--- src/rtl/fetch_unit_if.sv ---
// Fetch-unit bus bundle: the imem read port and the decode-facing instruction port.
// master = fetch unit side, slave = memory / decode side.
interface fetch_unit_if;
  logic        imem_req;
  logic [31:0] imem_addr;
  logic        imem_gnt;
  logic        imem_rvalid;
  logic [31:0] imem_rdata;
  logic        id_valid;
  logic [31:0] id_instr;
  logic [31:0] id_pc;
  logic        id_ready;

  modport master (
    output imem_req,
    output imem_addr,
    input  imem_gnt,
    input  imem_rvalid,
    input  imem_rdata,
    output id_valid,
    output id_instr,
    output id_pc,
    input  id_ready
  );

  modport slave (
    input  imem_req,
    input  imem_addr,
    output imem_gnt,
    output imem_rvalid,
    output imem_rdata,
    input  id_valid,
    input  id_instr,
    input  id_pc,
    output id_ready
  );
endinterface

--- src/rtl/fetch_unit.sv ---
// Instruction-fetch front end: PC register, in-order credit-limited imem reads,
// a Q_DEPTH-entry instruction queue to decode, redirect flush and halt freeze.
module fetch_unit #(
  parameter logic [31:0] RESET_PC = 32'h0000_0000,
  parameter int unsigned Q_DEPTH  = 4
) (
  input  logic         clock,
  input  logic         reset,
  input  logic         redirect,
  input  logic [31:0]  redirect_pc,
  input  logic         halt,
  fetch_unit_if.master bus
);
  localparam int unsigned PW = $clog2(Q_DEPTH);
  localparam int unsigned CW = PW + 1;
  localparam logic [CW:0] DEPTH_C = (CW+1)'(Q_DEPTH);

  logic [31:0]   pc_reg, pc_next;
  logic          running_reg;
  logic          pend_reg, pend_next;
  logic [CW-1:0] q_count_reg, q_count_next;
  logic [CW-1:0] out_reg, out_next;
  logic [CW-1:0] discard_reg, discard_next;
  logic [PW-1:0] q_head_reg, q_head_next;
  logic [PW-1:0] q_tail_reg, q_tail_next;
  logic [PW-1:0] tag_head_reg, tag_head_next;
  logic [PW-1:0] tag_tail_reg, tag_tail_next;

  logic [31:0] q_instr_mem [Q_DEPTH];
  logic [31:0] q_pc_mem    [Q_DEPTH];
  logic [31:0] tag_mem     [Q_DEPTH];

  logic [CW:0] in_flight;
  logic        credit_ok;
  logic        issue;
  logic        grant;
  logic        rsp;
  logic        rsp_keep;
  logic        q_push;
  logic        q_pop;
  logic        id_valid_int;

  // Queued words plus reads in flight may never exceed the queue size.
  assign in_flight = {1'b0, q_count_reg} + {1'b0, out_reg};
  assign credit_ok = in_flight < DEPTH_C;

  // An ungranted request is held through halt; only redirect (or reset) withdraws it.
  assign issue    = running_reg && !redirect && (pend_reg || (!halt && credit_ok));
  assign grant    = issue && bus.imem_gnt;
  assign rsp      = bus.imem_rvalid && (out_reg != '0);
  assign rsp_keep = rsp && (discard_reg == '0);
  assign q_push   = rsp_keep && !redirect;

  assign id_valid_int = (q_count_reg != '0);
  assign q_pop        = id_valid_int && bus.id_ready;

  always_comb begin
    pend_next     = issue && !bus.imem_gnt;
    pc_next       = grant ? (pc_reg + 32'd4) : pc_reg;
    out_next      = out_reg + CW'(grant) - CW'(rsp);
    discard_next  = discard_reg - CW'(rsp && !rsp_keep);
    q_count_next  = q_count_reg + CW'(q_push) - CW'(q_pop);
    q_head_next   = q_head_reg + PW'(q_pop);
    q_tail_next   = q_tail_reg + PW'(q_push);
    tag_head_next = tag_head_reg + PW'(rsp_keep);
    tag_tail_next = tag_tail_reg + PW'(grant);
    if (redirect) begin
      // Everything still in flight belongs to the old path and is dropped on return.
      pc_next       = redirect_pc & 32'hFFFF_FFFC;
      discard_next  = out_next;
      q_count_next  = '0;
      q_head_next   = '0;
      q_tail_next   = '0;
      tag_head_next = '0;
      tag_tail_next = '0;
    end
  end

  always_ff @(posedge clock or negedge reset) begin
    if (!reset) begin
      pc_reg       <= RESET_PC;
      running_reg  <= 1'b0;
      pend_reg     <= 1'b0;
      q_count_reg  <= '0;
      out_reg      <= '0;
      discard_reg  <= '0;
      q_head_reg   <= '0;
      q_tail_reg   <= '0;
      tag_head_reg <= '0;
      tag_tail_reg <= '0;
    end else begin
      pc_reg       <= pc_next;
      running_reg  <= 1'b1;
      pend_reg     <= pend_next;
      q_count_reg  <= q_count_next;
      out_reg      <= out_next;
      discard_reg  <= discard_next;
      q_head_reg   <= q_head_next;
      q_tail_reg   <= q_tail_next;
      tag_head_reg <= tag_head_next;
      tag_tail_reg <= tag_tail_next;
    end
  end

  // Payload storage needs no reset; validity is carried by the counters and pointers.
  always_ff @(posedge clock) begin
    if (q_push) begin
      q_instr_mem[q_tail_reg] <= bus.imem_rdata;
      q_pc_mem[q_tail_reg]    <= tag_mem[tag_head_reg];
    end
    if (grant) begin
      tag_mem[tag_tail_reg] <= pc_reg;
    end
  end

  assign bus.imem_req  = issue;
  assign bus.imem_addr = pc_reg;
  assign bus.id_valid  = id_valid_int;
  assign bus.id_instr  = id_valid_int ? q_instr_mem[q_head_reg] : 32'h0;
  assign bus.id_pc     = id_valid_int ? q_pc_mem[q_head_reg]    : 32'h0;
endmodule
--- src/flat_wrapper.sv ---
// flat-port wrapper written by rule: the top's interface ports become plain ports
module fetch_unit_flat 
#(
  parameter logic [31:0] RESET_PC = 32'h0000_0000,
  parameter int unsigned Q_DEPTH  = 4
)
  (clock, reset, redirect, redirect_pc, halt, bus_imem_req, bus_imem_addr, bus_imem_gnt, bus_imem_rvalid, bus_imem_rdata, bus_id_valid, bus_id_instr, bus_id_pc, bus_id_ready);
  fetch_unit_if bus_i ();
  input  logic clock;
  input  logic reset;
  input  logic redirect;
  input  logic [31:0] redirect_pc;
  input  logic halt;
  output wire logic [$bits(bus_i.imem_req)-1:0] bus_imem_req;
  output wire logic [$bits(bus_i.imem_addr)-1:0] bus_imem_addr;
  input wire logic [$bits(bus_i.imem_gnt)-1:0] bus_imem_gnt;
  input wire logic [$bits(bus_i.imem_rvalid)-1:0] bus_imem_rvalid;
  input wire logic [$bits(bus_i.imem_rdata)-1:0] bus_imem_rdata;
  output wire logic [$bits(bus_i.id_valid)-1:0] bus_id_valid;
  output wire logic [$bits(bus_i.id_instr)-1:0] bus_id_instr;
  output wire logic [$bits(bus_i.id_pc)-1:0] bus_id_pc;
  input wire logic [$bits(bus_i.id_ready)-1:0] bus_id_ready;
  assign bus_imem_req = bus_i.imem_req;
  assign bus_imem_addr = bus_i.imem_addr;
  assign bus_i.imem_gnt = bus_imem_gnt;
  assign bus_i.imem_rvalid = bus_imem_rvalid;
  assign bus_i.imem_rdata = bus_imem_rdata;
  assign bus_id_valid = bus_i.id_valid;
  assign bus_id_instr = bus_i.id_instr;
  assign bus_id_pc = bus_i.id_pc;
  assign bus_i.id_ready = bus_id_ready;
  fetch_unit #(.RESET_PC(RESET_PC), .Q_DEPTH(Q_DEPTH)) u_core (.clock(clock), .reset(reset), .redirect(redirect), .redirect_pc(redirect_pc), .halt(halt), .bus(bus_i));
endmodule
--- config.mk ---
export PLATFORM = sky130hd
export DESIGN_NAME = fetch_unit_flat
export DESIGN_NICKNAME = d
export VERILOG_FILES = /design/src/rtl/fetch_unit_if.sv /design/src/rtl/fetch_unit.sv /design/src/flat_wrapper.sv
export SDC_FILE = /design/constraint.sdc
export NUM_CORES = 1
export LEC_CHECK = 0
export ABC_AREA = 1
export ABC_CLOCK_PERIOD_IN_PS = 6100
export CAP_MARGIN = 20
export CORE_MARGIN = 4
export CORE_UTILIZATION = 45
export DETAILED_ROUTE_END_ITERATION = 16
export PLACE_DENSITY = 0.68
export SETUP_SLACK_MARGIN = 0.5
export SKIP_LAST_GASP = 1
export SYNTH_ARGS = -nofsm -noshare
export SYNTH_HDL_FRONTEND = slang
export SYNTH_SLANG_ARGS = --single-unit
--- constraint.sdc ---
create_clock -name clock -period 6.1 [get_ports clock]
set_input_delay 0.61 -clock clock [delete_from_list [all_inputs] [get_ports clock]]
set_output_delay 0.61 -clock clock [all_outputs]
set_load 0.03 [all_outputs]
==> results of run 1 <==
[worst max-delay path: cells and delay by family (launching register included)]
family / cells / cell delay (ns)
flip-flops: 1 / 0.63
AO/OA/AOI/OAI: 2 / 0.39
AND/OR/NAND/NOR: 2 / 0.22
buffers and inverters: 2 / 1.63
[path summary, 6_finish.rpt]
path                                                  to  slack, ns  cells past startpoint
worst min register to register         u_core.out_reg[2]       0.52                      1
worst max-delay path                       bus_id_pc[18]       2.00                      6
max in group asynchronous           u_core.q_head_reg[0]       5.37                      2
worst min-delay path            u_core.bus.imem_addr[24]       0.19                      2
worst max register to register     u_core.discard_reg[2]       2.84                     12
min in group clock                     u_core.out_reg[2]       0.52                      1
[final cells by class]
type | instances | area (µm²) | area share
tap | 511 | 639.4 | 0.03070
sequential | 417 | 12280 | 0.5898
timing repair buffer | 181 | 1772 | 0.08508
multi-input combinational | 969 | 4557 | 0.2188
clock buffer | 58 | 1195 | 0.05738
inverter | 65 | 244.0 | 0.01172
clock inverter | 18 | 136.4 | 0.006549
[report_power, final]
part	total (mW)	internal (mW)	switching [mW]
sequential	3.50	3.32	0.173
clock	2.47	1.45	1.02
combinational	2.80	0.963	1.84
total	8.76	5.74	3.02
[cells by family (layout without fill, tap and decap cells)]
kind of cell	after synthesis	in the layout	synth area share
buffers and inverters	147	322	0.03713
adders and majority gates	15	15	0.01163
and+or+nand+nor	644	644	0.1538
xor gates and xnor gates	11	11	0.005530
DFF	417	417	0.7046
AOI/OAI and AO/OA	294	294	0.08689
other	2	5	0.0004310
[stage by stage]
stage	cell area, µm²	utilization	hold WS [ns]
final	20830	0.5490	0.1880
after detailed placement	19470	0.5134	0.5187
after global routing	20830	0.5490	0.2544
after floorplan	17440	-	0.3144
after CTS	20810	0.5485	0.2156
after global placement	19470	0.5134	0.5094
[routing by layer]
metal | global-route usage | wire length (µm) | share of wire | up-vias
li1 | - | - | - | 5580
met1 | 0.2565 | 17410 | 0.44 | 5563
met2 | 0.3094 | 18830 | 0.48 | 360
met3 | 0.03166 | 2565 | 0.065 | 47
met4 | 0.04355 | 552 | 0.014 | 0
met5 | 0 | 0 | 0 | -
[layout by cell type (no fill, tap or decap), types with 5 or more instances in the layout]
| cell | count |
|---|---|
| ha_1 | 13 |
| nor2_1 | 350 |
| conb_1 | 5 |
| nand3b_1 | 13 |
| o21ai_1 | 6 |
| nor3_2 | 8 |
| xnor2_1 | 8 |
| buf_4 | 18 |
| clkdlybuf4s50_1 | 161 |
| dfrtp_1 | 47 |
| o22ai_1 | 30 |
| clkbuf_1 | 11 |
| clkbuf_16 | 45 |
| nand2_2 | 9 |
| inv_1 | 55 |
| nand2_1 | 196 |
| a21oi_1 | 65 |
| o21ai_0 | 191 |
| nand3_1 | 36 |
| nor2_2 | 11 |
| nand3_2 | 5 |
| inv_2 | 8 |
| edfxtp_1 | 368 |
| nor2_4 | 8 |
| clkinv_1 | 12 |
==> impl_results.md, run 1 <==
* Status: finished, final reports clean
* Gr usage total at 0.1852
* Largest net degree at the start of global routing at 100
* Yosys reg bits at 417
* Number of synthesis warnings at 0
* Fin crit share at 0.6722
* Register clock-pin slew on the reported worst setup and hold paths at 0.06 ns
* Post-synth EDFFs at 368
* Starting Density at 0.4593
* Clk_skew at 0.01393 ns
* IO Pins at 169
* Top-count cell post-synth: edfxtp_1
* Die Y at 204.8 µm
* CTS Root Buffer Type: clkbuf_16
* Synthesized area at 17420 µm²
* Final net count at 1763
* Initial DRC Count at 816
* RePlAce Congestion at 0.8091
* Design Power at 8.763 mW
* Initial antenna violation count at 0
* Gate Count Post-Synth at 1530
* Hold Path Class: input port to asynchronous set/reset pin
* # setup viols final at 0
* Max VDD drop at 0.2221 mV
* Setup_tns at 0 ns
* Power Dens Cells at 420.8 nW/µm²
* Crit start category: register
* Biggest register: u_core.q_instr_mem
* Row count at 71
* # placed instances at 2142
* Vias in the first global route at 11480
* Leakage power at 7.416 nW
* Slack of the critical path at 2.000 ns
* CP Data Arrival Time at 3.49 ns
* Main synth FF type: edfxtp_1
* ANT nets after route at 0
* Slowest cell on the critical path: buf_4
* Overall routed net length at 39350 µm
* Port bufs at 162
* Share of cells above drive strength 1 at 0.07494
* DP Worst Slack at 2.260 ns
* Post-CTS setup buffer count at 0
* Crit-path max FO at 99
* Hold_buf cts at 0
* Synth async-reset ratio at 0.1175
* Worst-Margin Slew at 1.131 ns
* Fmax at 243.9 MHz
* Netlist cell types at 35
* Worst Path Required at 5.49 ns
* First-pass DRT Iterations at 4
* Worst skew pair latency at 0.53 ns
* First-pass GRT wire length at 62080 µm
* Commonest cells post-synth: edfxtp_1, nor2_1, nand2_1, o21ai_0, a21oi_1
* HPWL after DPL at 21790 µm
* DRC viols at 0
* Crit-path cells: buf_4 > nor2_1 > nor2_1 > o21ai_0 > a21oi_1 > clkdlybuf4s50_1
* Register area share after synthesis at 0.7046
* Count of pins over their slew limit at 0
* Die area at 41930 µm²
* Die span in x at 204.8 µm
* Tmin final at 4.100 ns
* Max cap viols at 0
* Non-Filler Instances at 2219
* WL/cell at 17.73 µm
* Largest register FFs at 128
* Most used cell, CP: nor2_1
* CTS buffer count at 43
* Layout area overhead at 19.52%
* Via density at 5.205
* Fin. Hold Viols at 0
* WS Path Type: register to output pin
* Slew HR at 0.2459
* CP Launch Point: u_core.q_head_reg[0]
* Resized Gates After CTS at 0
* Core Area at 37930 µm²
* Avg Inst Size Synth at 11.39 µm²
* CTS tree: built
* Biggest regs: u_core.q_instr_mem x128, u_core.q_pc_mem x120, u_core.tag_mem x120
* # fillers at 3136
* Area contributors post-synth: edfxtp_1, nor2_1, dfrtp_1, o21ai_0, nand2_1
* Clock Path Buffers at 3
* Synth area leader: edfxtp_1
* CP Capture Type: output pin
* Share of the synthesized area in the top cell type at 0.6342
* CP max stage delay at 0.88 ns
* CTS H-tree depth at 2
* # diodes at 0
* CTS Sinks at 417
* RSZ-0062 raised after global routing: no
* Overflow after GRT at 0
* Number of vias in the routed layout at 11550
* FF-to-FF Start: u_core.out_reg[1]
No activity file was read; power rests on OpenSTA's default activity.
==> run 2: changes to the inputs <==
ABC_CLOCK_PERIOD_IN_PS = 3750   (was 6100)
clock period = 3.75 ns   (was 6.1 ns; I/O delays follow)
==> impl_results.md, run 2 (synthesized netlist as in run 1, its figures left out) <==
* Status: finished, final reports clean
* Port bufs at 162
* Hold wc startpoint: redirect_pc[18]
* First-pass DRT Iterations at 5
* CP Launch Point: u_core.q_head_reg[0]
* R2R Setup Slk at 1.22 ns
* Tmin final at 3.079 ns
* Slew HR at 0.3313
* WHS at 0.4120 ns
* CTS H-tree depth at 2
* WS Path Type: register to output pin
* Post-CTS setup buffer count at 0
* CTS Sinks at 417
* Final Core Density at 0.5577
* Initial antenna violation count at 0
* Biggest regs: u_core.q_instr_mem x128, u_core.q_pc_mem x120, u_core.tag_mem x120
* Crit start category: register
* Crit-path max FO at 43
* Overflow after GRT at 0
* Hold Crit Depth at 3
* CTS tree: built
* FF-to-FF Start: u_core.q_count_reg[1]
* Largest net degree at the start of global routing at 126
* Hold path endpoint: u_core.bus.imem_addr[18]
* Fmax at 324.8 MHz
* Design Power at 14.41 mW
* CP Capture Type: output pin
* Design area at 21160 µm²
* Die area at 41930 µm²
* Max VDD drop at 0.3146 mV
* CTS Root Buffer Type: clkbuf_16
* CTS buffer count at 43
* Starting Density at 0.4593
* HPWL after DPL at 23120 µm
* Share of cells above drive strength 1 at 0.08241
* # fillers at 3119
* Via density at 5.218
* Hold Path Class: input port to register
* DRC viols at 0
* Area of the multi-input gates at 4607 µm²
* Biggest register: u_core.q_instr_mem
* Die Y at 204.8 µm
* Slack of the critical path at 0.6713 ns
* Clock Path Buffers at 3
* Most frequent cells in the layout: edfxtp_1, nor2_1, nand2_1, o21ai_0, clkdlybuf4s50_1
* First-pass GRT wire length at 61120 µm
* Die span in x at 204.8 µm
* IO Pins at 169
* Power Dens Cells at 680.9 nW/µm²
* Register area at 12280 µm²
* CP Data Arrival Time at 2.70 ns
* Vias in the first global route at 11570
* RSZ-0062 raised after global routing: no
* Core Area at 37930 µm²
* # diodes at 0
* Overall routed net length at 39310 µm
* Largest register FFs at 128
* Fin. Hold Viols at 0
* Most common cell after layout, fill and taps aside: edfxtp_1
* DP Area at 19760 µm²
* Gr usage total at 0.1825
* Final net count at 1777
* Worst skew pair latency at 0.53 ns
* Initial DRC Count at 764
* Leakage power at 7.567 nW
* DP Worst Slack at 0.9345 ns
* Count of pins over their slew limit at 0
* Row count at 71
* Fin crit share at 0.8210
* Register clock-pin slew on the reported worst setup and hold paths at 0.06 ns
* WL/cell at 17.59 µm
* RePlAce Congestion at 0.8292
* Crit Reg-Reg Endpoint: u_core.discard_reg[2]
* # setup viols final at 0
* Worst r2r path cells at 12
* Number of vias in the routed layout at 11660
* Max cap viols at 0
* ANT nets after route at 0
* Layout area overhead at 21.41%
* Worst-Margin Slew at 1.003 ns
* Clk_skew at 0.01316 ns
* Worst Path Required at 3.38 ns
run 2: report_power, final:
group | total [mW] | internal [mW] | switching (mW)
clock network | 4.05 | 2.39 | 1.66
logic | 4.69 | 1.65 | 3.04
registers | 5.66 | 5.41 | 0.256
total | 14.4 | 9.45 | 4.95
run 2: how the worst max path moves through the flow:
stage                                    end  cells after the start  slack [ns]
detailed placement             bus_id_pc[20]                      5        0.93
CTS                            bus_id_pc[18]                      6        0.54
global placement      u_core.q_pc_mem[0][26]                      6        0.96
floorplan           u_core.q_instr_mem[0][0]                      5       -0.09
global route                bus_id_instr[21]                      5        0.53
finish                         bus_id_pc[20]                      5        0.67
run 2: what timing repair did:
item	CTS	global route
cloned	0	1
hold endpoints to repair	18	0
endpoints found under the setup margin	38	8
resized for setup	1	3
hold buffers	1	0
run 2: worst max-delay path, cell delays in order (launching register included):
cell	delay [ns]
dfrtp_4	0.56
inv_6	0.28
buf_12	0.22
o21ai_0	0.10
a21oi_1	0.26
clkdlybuf4s50_1	0.72
run 2: final cells by class:
cell class	count	area share
flip-flops and latches	417	0.5806
multi-input cells	969	0.2178
repair buffers	195	0.09605
clock buffers	55	0.05500
well taps	511	0.03022
inverters	65	0.01177
clock inverters	22	0.008635
run 2: per-stage QoR:
stage                     setup TNS (ns)  cells
after CTS                              0   2233
after floorplan                   -22.51   1533
final                                  0   2234
after detailed placement               0   2155
after global routing                   0   2234
after global placement                 0   2155
run 2: layer usage:
layer / global-route usage / share of wire
met4: 0.04858 / 0.021
met3: 0.03245 / 0.067
met5: 0 / 0
met1: 0.2518 / 0.44
met2: 0.3024 / 0.47
==> RTL edit 1: new RTL, flow settings as in run 1 <==
Make the reset (`reset`) synchronous in one clocked block.
--- a/src/rtl/fetch_unit.sv
+++ b/src/rtl/fetch_unit.sv
@@ -77,5 +77,5 @@
   end
 
-  always_ff @(posedge clock or negedge reset) begin
+  always_ff @(posedge clock) begin
     if (!reset) begin
       pc_reg       <= RESET_PC;
Function: differs if reset is asserted again (counterexample within 4 cycles, from zero or initial values and one cycle with reset low); with reset held inactive, the same outputs for 4 cycles.
==> RTL edit 1 against run 1 <==
  * Sequential cell count unchanged
  * Die area fell by 1.2%
  * Routed wire length is 1.1% lower
  * Final area decreased by 1.1%
  * Area after synthesis down 1.3%
  * Critical path type unchanged
  * Largest cell class unchanged
  * Critical endpoint is now bus_id_pc[23]
  * Synthesized cell count increased by 0.59%
  * Global-route usage is essentially flat
  * Worst hold slack better by 380 ps
  * Worst setup slack lost 190 ps
  * Via count increased by 0.30%
Power is not compared: it rests on default switching activity, and its combinational part moved more than twofold at a synthesized area within 25%.
==> RTL edit 1: results (changes against run 1) <==
[metrics] status: finished, final reports clean
[metrics] fraction of met2 tracks used by global routing: 29.9% (-1.0 points)
[metrics] final setup skew: 12.7 ps (-1.27 ps)
[metrics] pin count of the biggest net entering global routing: 86 (-14%)
[metrics] top cells by count, synth: sky130_fd_sc_hd__nor2_1, sky130_fd_sc_hd__edfxtp_1, sky130_fd_sc_hd__o21ai_0
[metrics] Critical Path Source: u_core.q_head_reg[0]
[metrics] GRT Overall Usage: 18.6% (+0.044 points)
[metrics] Routed WL per cell: 17.5 um (-1.2%)
[metrics] number of nets in the final layout: 1,767 (+0.23%)
[metrics] worst r2r src: u_core.q_count_reg[1]
[metrics] Avg Vias per Cell: 5.22 (+0.21%)
[metrics] Tightest Pin Transition: 1010 ps (-118 ps)
[metrics] share of synthesized flip-flops with an asynchronous set or reset: 0% (-12 points)
[metrics] wire length of the first global-routing pass: 61,300 um (-1.3%)
[metrics] master of the slowest instance on the critical path: sky130_fd_sc_hd__clkdlybuf4s50_1
[metrics] Critical Path Sink: bus_id_pc[23]
[metrics] post-placement cell area: 19,300 um2 (-0.82%)
[metrics] Final Routed Wirelength: 38,900 um (-1.1%)
[metrics] HPWL after detailed placement: 22,000 um (+0.96%)
[metrics] met3 Use GR: 3.10% (-0.065 points)
[metrics] fraction of the yosys area taken by sequential cells: 69.9% (-0.52 points)
[metrics] register-to-register setup slack: 3130 ps (+290 ps)
[metrics] fraction of final layout cells with drive strength greater than 1: 6.49% (-1.0 points)
[metrics] dpl cells: 2,147 (+0.23%)
[metrics] count of routing violations after the opening detailed-route iteration: 904 (+11%)
[metrics] Worst Path Arrival: 3690 ps (+200 ps)
[metrics] Hold WC Path Type: reg2reg
[metrics] worst stage delay on the critical path: 730 ps (-150 ps)
[metrics] distinct cell type count of the synthesized netlist: 40 (+14%)
[metrics] worst reg2reg endpoint: u_core.q_count_reg[2]
[RTL edit 1: changes by cell type in the layout (fill, tap and decap cells not counted), sizes merged, moves of 3 or more]
cell / run 1 / this run
a21oi: 65 / 90
o21ai: 197 / 191
dfrtp: 49 / 0
clkinv: 16 / 13
dfxtp: 0 / 49
xor2: 3 / 6
inv: 63 / 67
nor3: 10 / 13
buf: 20 / 16
nand2: 206 / 155
nand3b: 13 / 8
nor2: 369 / 395
[RTL edit 1: kinds of logic after synthesis]
family / after synthesis / share of synthesized area, %
other: 1 / 0.0218
buffers and inverters: 149 / 3.65
AOI/OAI and AO/OA: 320 / 9.68
adders and majority gates: 15 / 1.18
DFF: 417 / 69.9
xor gates and xnor gates: 16 / 0.815
and+or+nand+nor: 621 / 14.7
[RTL edit 1: final cells by class]
type / count / area (um2)
fillers: 3230 / 17100
well taps: 511 / 639
inverters: 65 / 244
flip-flops and latches: 417 / 12000
clock inverters: 18 / 115
repair buffers: 178 / 1790
clock buffers: 56 / 1170
multi-input cells: 976 / 4600
[RTL edit 1: per-layer routing]
layer / vias up / wire length (um)
met4: 0 / 697
met3: 51 / 2220
met5: - / 0
met2: 354 / 18100
met1: 5549 / 17900
li1: 5631 / -
[RTL edit 1: through the flow]
stage                     worst slack, ps  hold WS (ps)
after detailed placement             2360           565
after floorplan                       163           513
final                                1800           569
after global routing                 1610           612
after global placement               2400           558
after CTS                            1770           577
[RTL edit 1: power groups by stage]
stage / logic, mW / clock network, mW / registers (mW)
floorplan: 0.420 / 0 / 3.35
global placement: 0.698 / 0 / 3.35
detailed placement: 0.714 / 0 / 3.35
CTS: 0.718 / 2.45 / 3.29
global route: 0.787 / 2.58 / 3.30
finish: 0.711 / 2.40 / 3.29
==> RTL edit 2: new RTL, settings of run 1 <==
Made on the original files. `Q_DEPTH` is set to 4 in 2 places; all go to 2.
--- a/src/rtl/fetch_unit.sv
+++ b/src/rtl/fetch_unit.sv
@@ -3,5 +3,5 @@
 module fetch_unit #(
   parameter logic [31:0] RESET_PC = 32'h0000_0000,
-  parameter int unsigned Q_DEPTH  = 4
+  parameter int unsigned Q_DEPTH  = 2
 ) (
   input  logic         clock,
--- a/src/flat_wrapper.sv
+++ b/src/flat_wrapper.sv
@@ -3,5 +3,5 @@
 #(
   parameter logic [31:0] RESET_PC = 32'h0000_0000,
-  parameter int unsigned Q_DEPTH  = 4
+  parameter int unsigned Q_DEPTH  = 2
 )
   (clock, reset, redirect, redirect_pc, halt, bus_imem_req, bus_imem_addr, bus_imem_gnt, bus_imem_rvalid, bus_imem_rdata, bus_id_valid, bus_id_instr, bus_id_pc, bus_id_ready);
Behaviour: not the same (a bounded check fails within 4 cycles, from zero or initial values and one cycle with reset low).
==> RTL edit 2 against run 1 <==
  * Area after synthesis fell by 44%
  * Sequential cell count fell by 191
  * First-iteration DRC count fell by 36%
  * Clock power fell by 42%
  * Critical endpoint is now bus_id_pc[16]
  * Final area fell by 40%
  * Worst setup slack improved by 350 ps
  * Register-to-register slack improved by 110 ps
  * Power fell by 42%
  * Routed wire length fell by 45%
  * Worst hold slack improved by 280 ps
==> RTL edit 2: results (changes against run 1) <==
[metrics] status: finished, final reports clean
[metrics] Place WS: 2800 ps (+544 ps)
[metrics] fraction of the yosys area taken by sequential cells: 67.2% (-3.2 points)
[metrics] vias in the first global route: 6,578 (-43%)
[metrics] Worst Path Arrival: 3140 ps (-350 ps)
[metrics] total sequential power: 1.97 mW (-44%)
[metrics] biggest registers after layout: u_core.q_instr_mem x64, u_core.q_pc_mem x60, u_core.tag_mem x60
[metrics] worst stage delay on the critical path: 750 ps (-130 ps)
[metrics] GRT Overall Usage: 17.6% (-0.92 points)
[metrics] drt first pass iters: 5 (+1)
[metrics] clock latency reported for the late side of the worst-skew pair: 500 ps (-30 ps)
[metrics] distinct cell type count of the synthesized netlist: 36 (+2.9%)
[metrics] GRT met1 Usage: 26.1% (+0.47 points)
[metrics] Final Routed Wirelength: 21,500 um (-45%)
[metrics] placer congestion estimate: 0.824 (+1.9%)
[metrics] Avg Vias per Cell: 5.00 (-4.0%)
[metrics] mux cell area share after synthesis: 0% (unchanged)
[metrics] Synth Instances: 933 (-39%)
[metrics] Syn. warnings: 0 (unchanged)
[metrics] Design Power: 5.09 mW (-42%)
[metrics] initial antenna violation count: 0 (unchanged)
[metrics] cell types occupying the most area after synthesis: sky130_fd_sc_hd__edfxtp_1, sky130_fd_sc_hd__nand2_1, sky130_fd_sc_hd__dfrtp_1
[metrics] Leakage: 4.84 nW (-35%)
[metrics] share of synthesized flip-flops with an asynchronous set or reset: 18.6% (+6.8 points)
[metrics] wire length of the first global-routing pass: 34,600 um (-44%)
[metrics] post-placement cell area: 11,600 um2 (-40%)
[metrics] commonest non-fill, non-tap cell in the layout: sky130_fd_sc_hd__nand2_1
[metrics] HPWL after detailed placement: 13,800 um (-37%)
[metrics] xor/xnor share of the synthesized area: 0.627% (+0.074 points)
[metrics] Worst Path Max Fanout: 64 (-35%)
[metrics] post-layout instance count excluding filler cells: 1,387 (-37%)
[metrics] switching portion of total power: 34.8% (+0.27 points)
[metrics] Slew Limit Headroom: 36.0% (+11 points)
[metrics] master of the slowest instance on the critical path: sky130_fd_sc_hd__clkdlybuf4s50_1
[metrics] dpl cells: 1,341 (-37%)
[metrics] CTS buffer count: 24 (-44%)
[metrics] Post-synth EDFFs: 184 (-50%)
-- RTL edit 2: layout make-up --
class | count | area (um2)
tap | 275 | 344
clock buffer | 35 | 693
multi-input combinational | 619 | 2850
sequential | 226 | 6580
inverter | 50 | 188
timing repair buffer | 173 | 1710
fill | 1821 | 8750
clock inverter | 9 | 101
-- RTL edit 2: path summary, 6_finish.rpt --
kind	depth (start not counted)	to	slack (ps)	from
min in group clock	2	u_core.q_pc_mem[1][18]	530	u_core.tag_mem[0][18]
worst min register to register	2	u_core.q_pc_mem[1][18]	530	u_core.tag_mem[0][18]
worst max-delay path	6	bus_id_pc[16]	2350	u_core.q_head_reg
max in group asynchronous	3	u_core.q_head_reg	5150	reset
worst max register to register	10	u_core.tag_mem[1][24]	2950	u_core.q_count_reg[0]
worst min-delay path	2	u_core.bus.imem_addr[23]	470	reset
-- RTL edit 2: layer usage --
layer / wire length [um] / share of wire (%)
met5: 0 / 0
met3: 1730 / 8.1
met1: 9770 / 45
met2: 9720 / 45
met4: 263 / 1.2
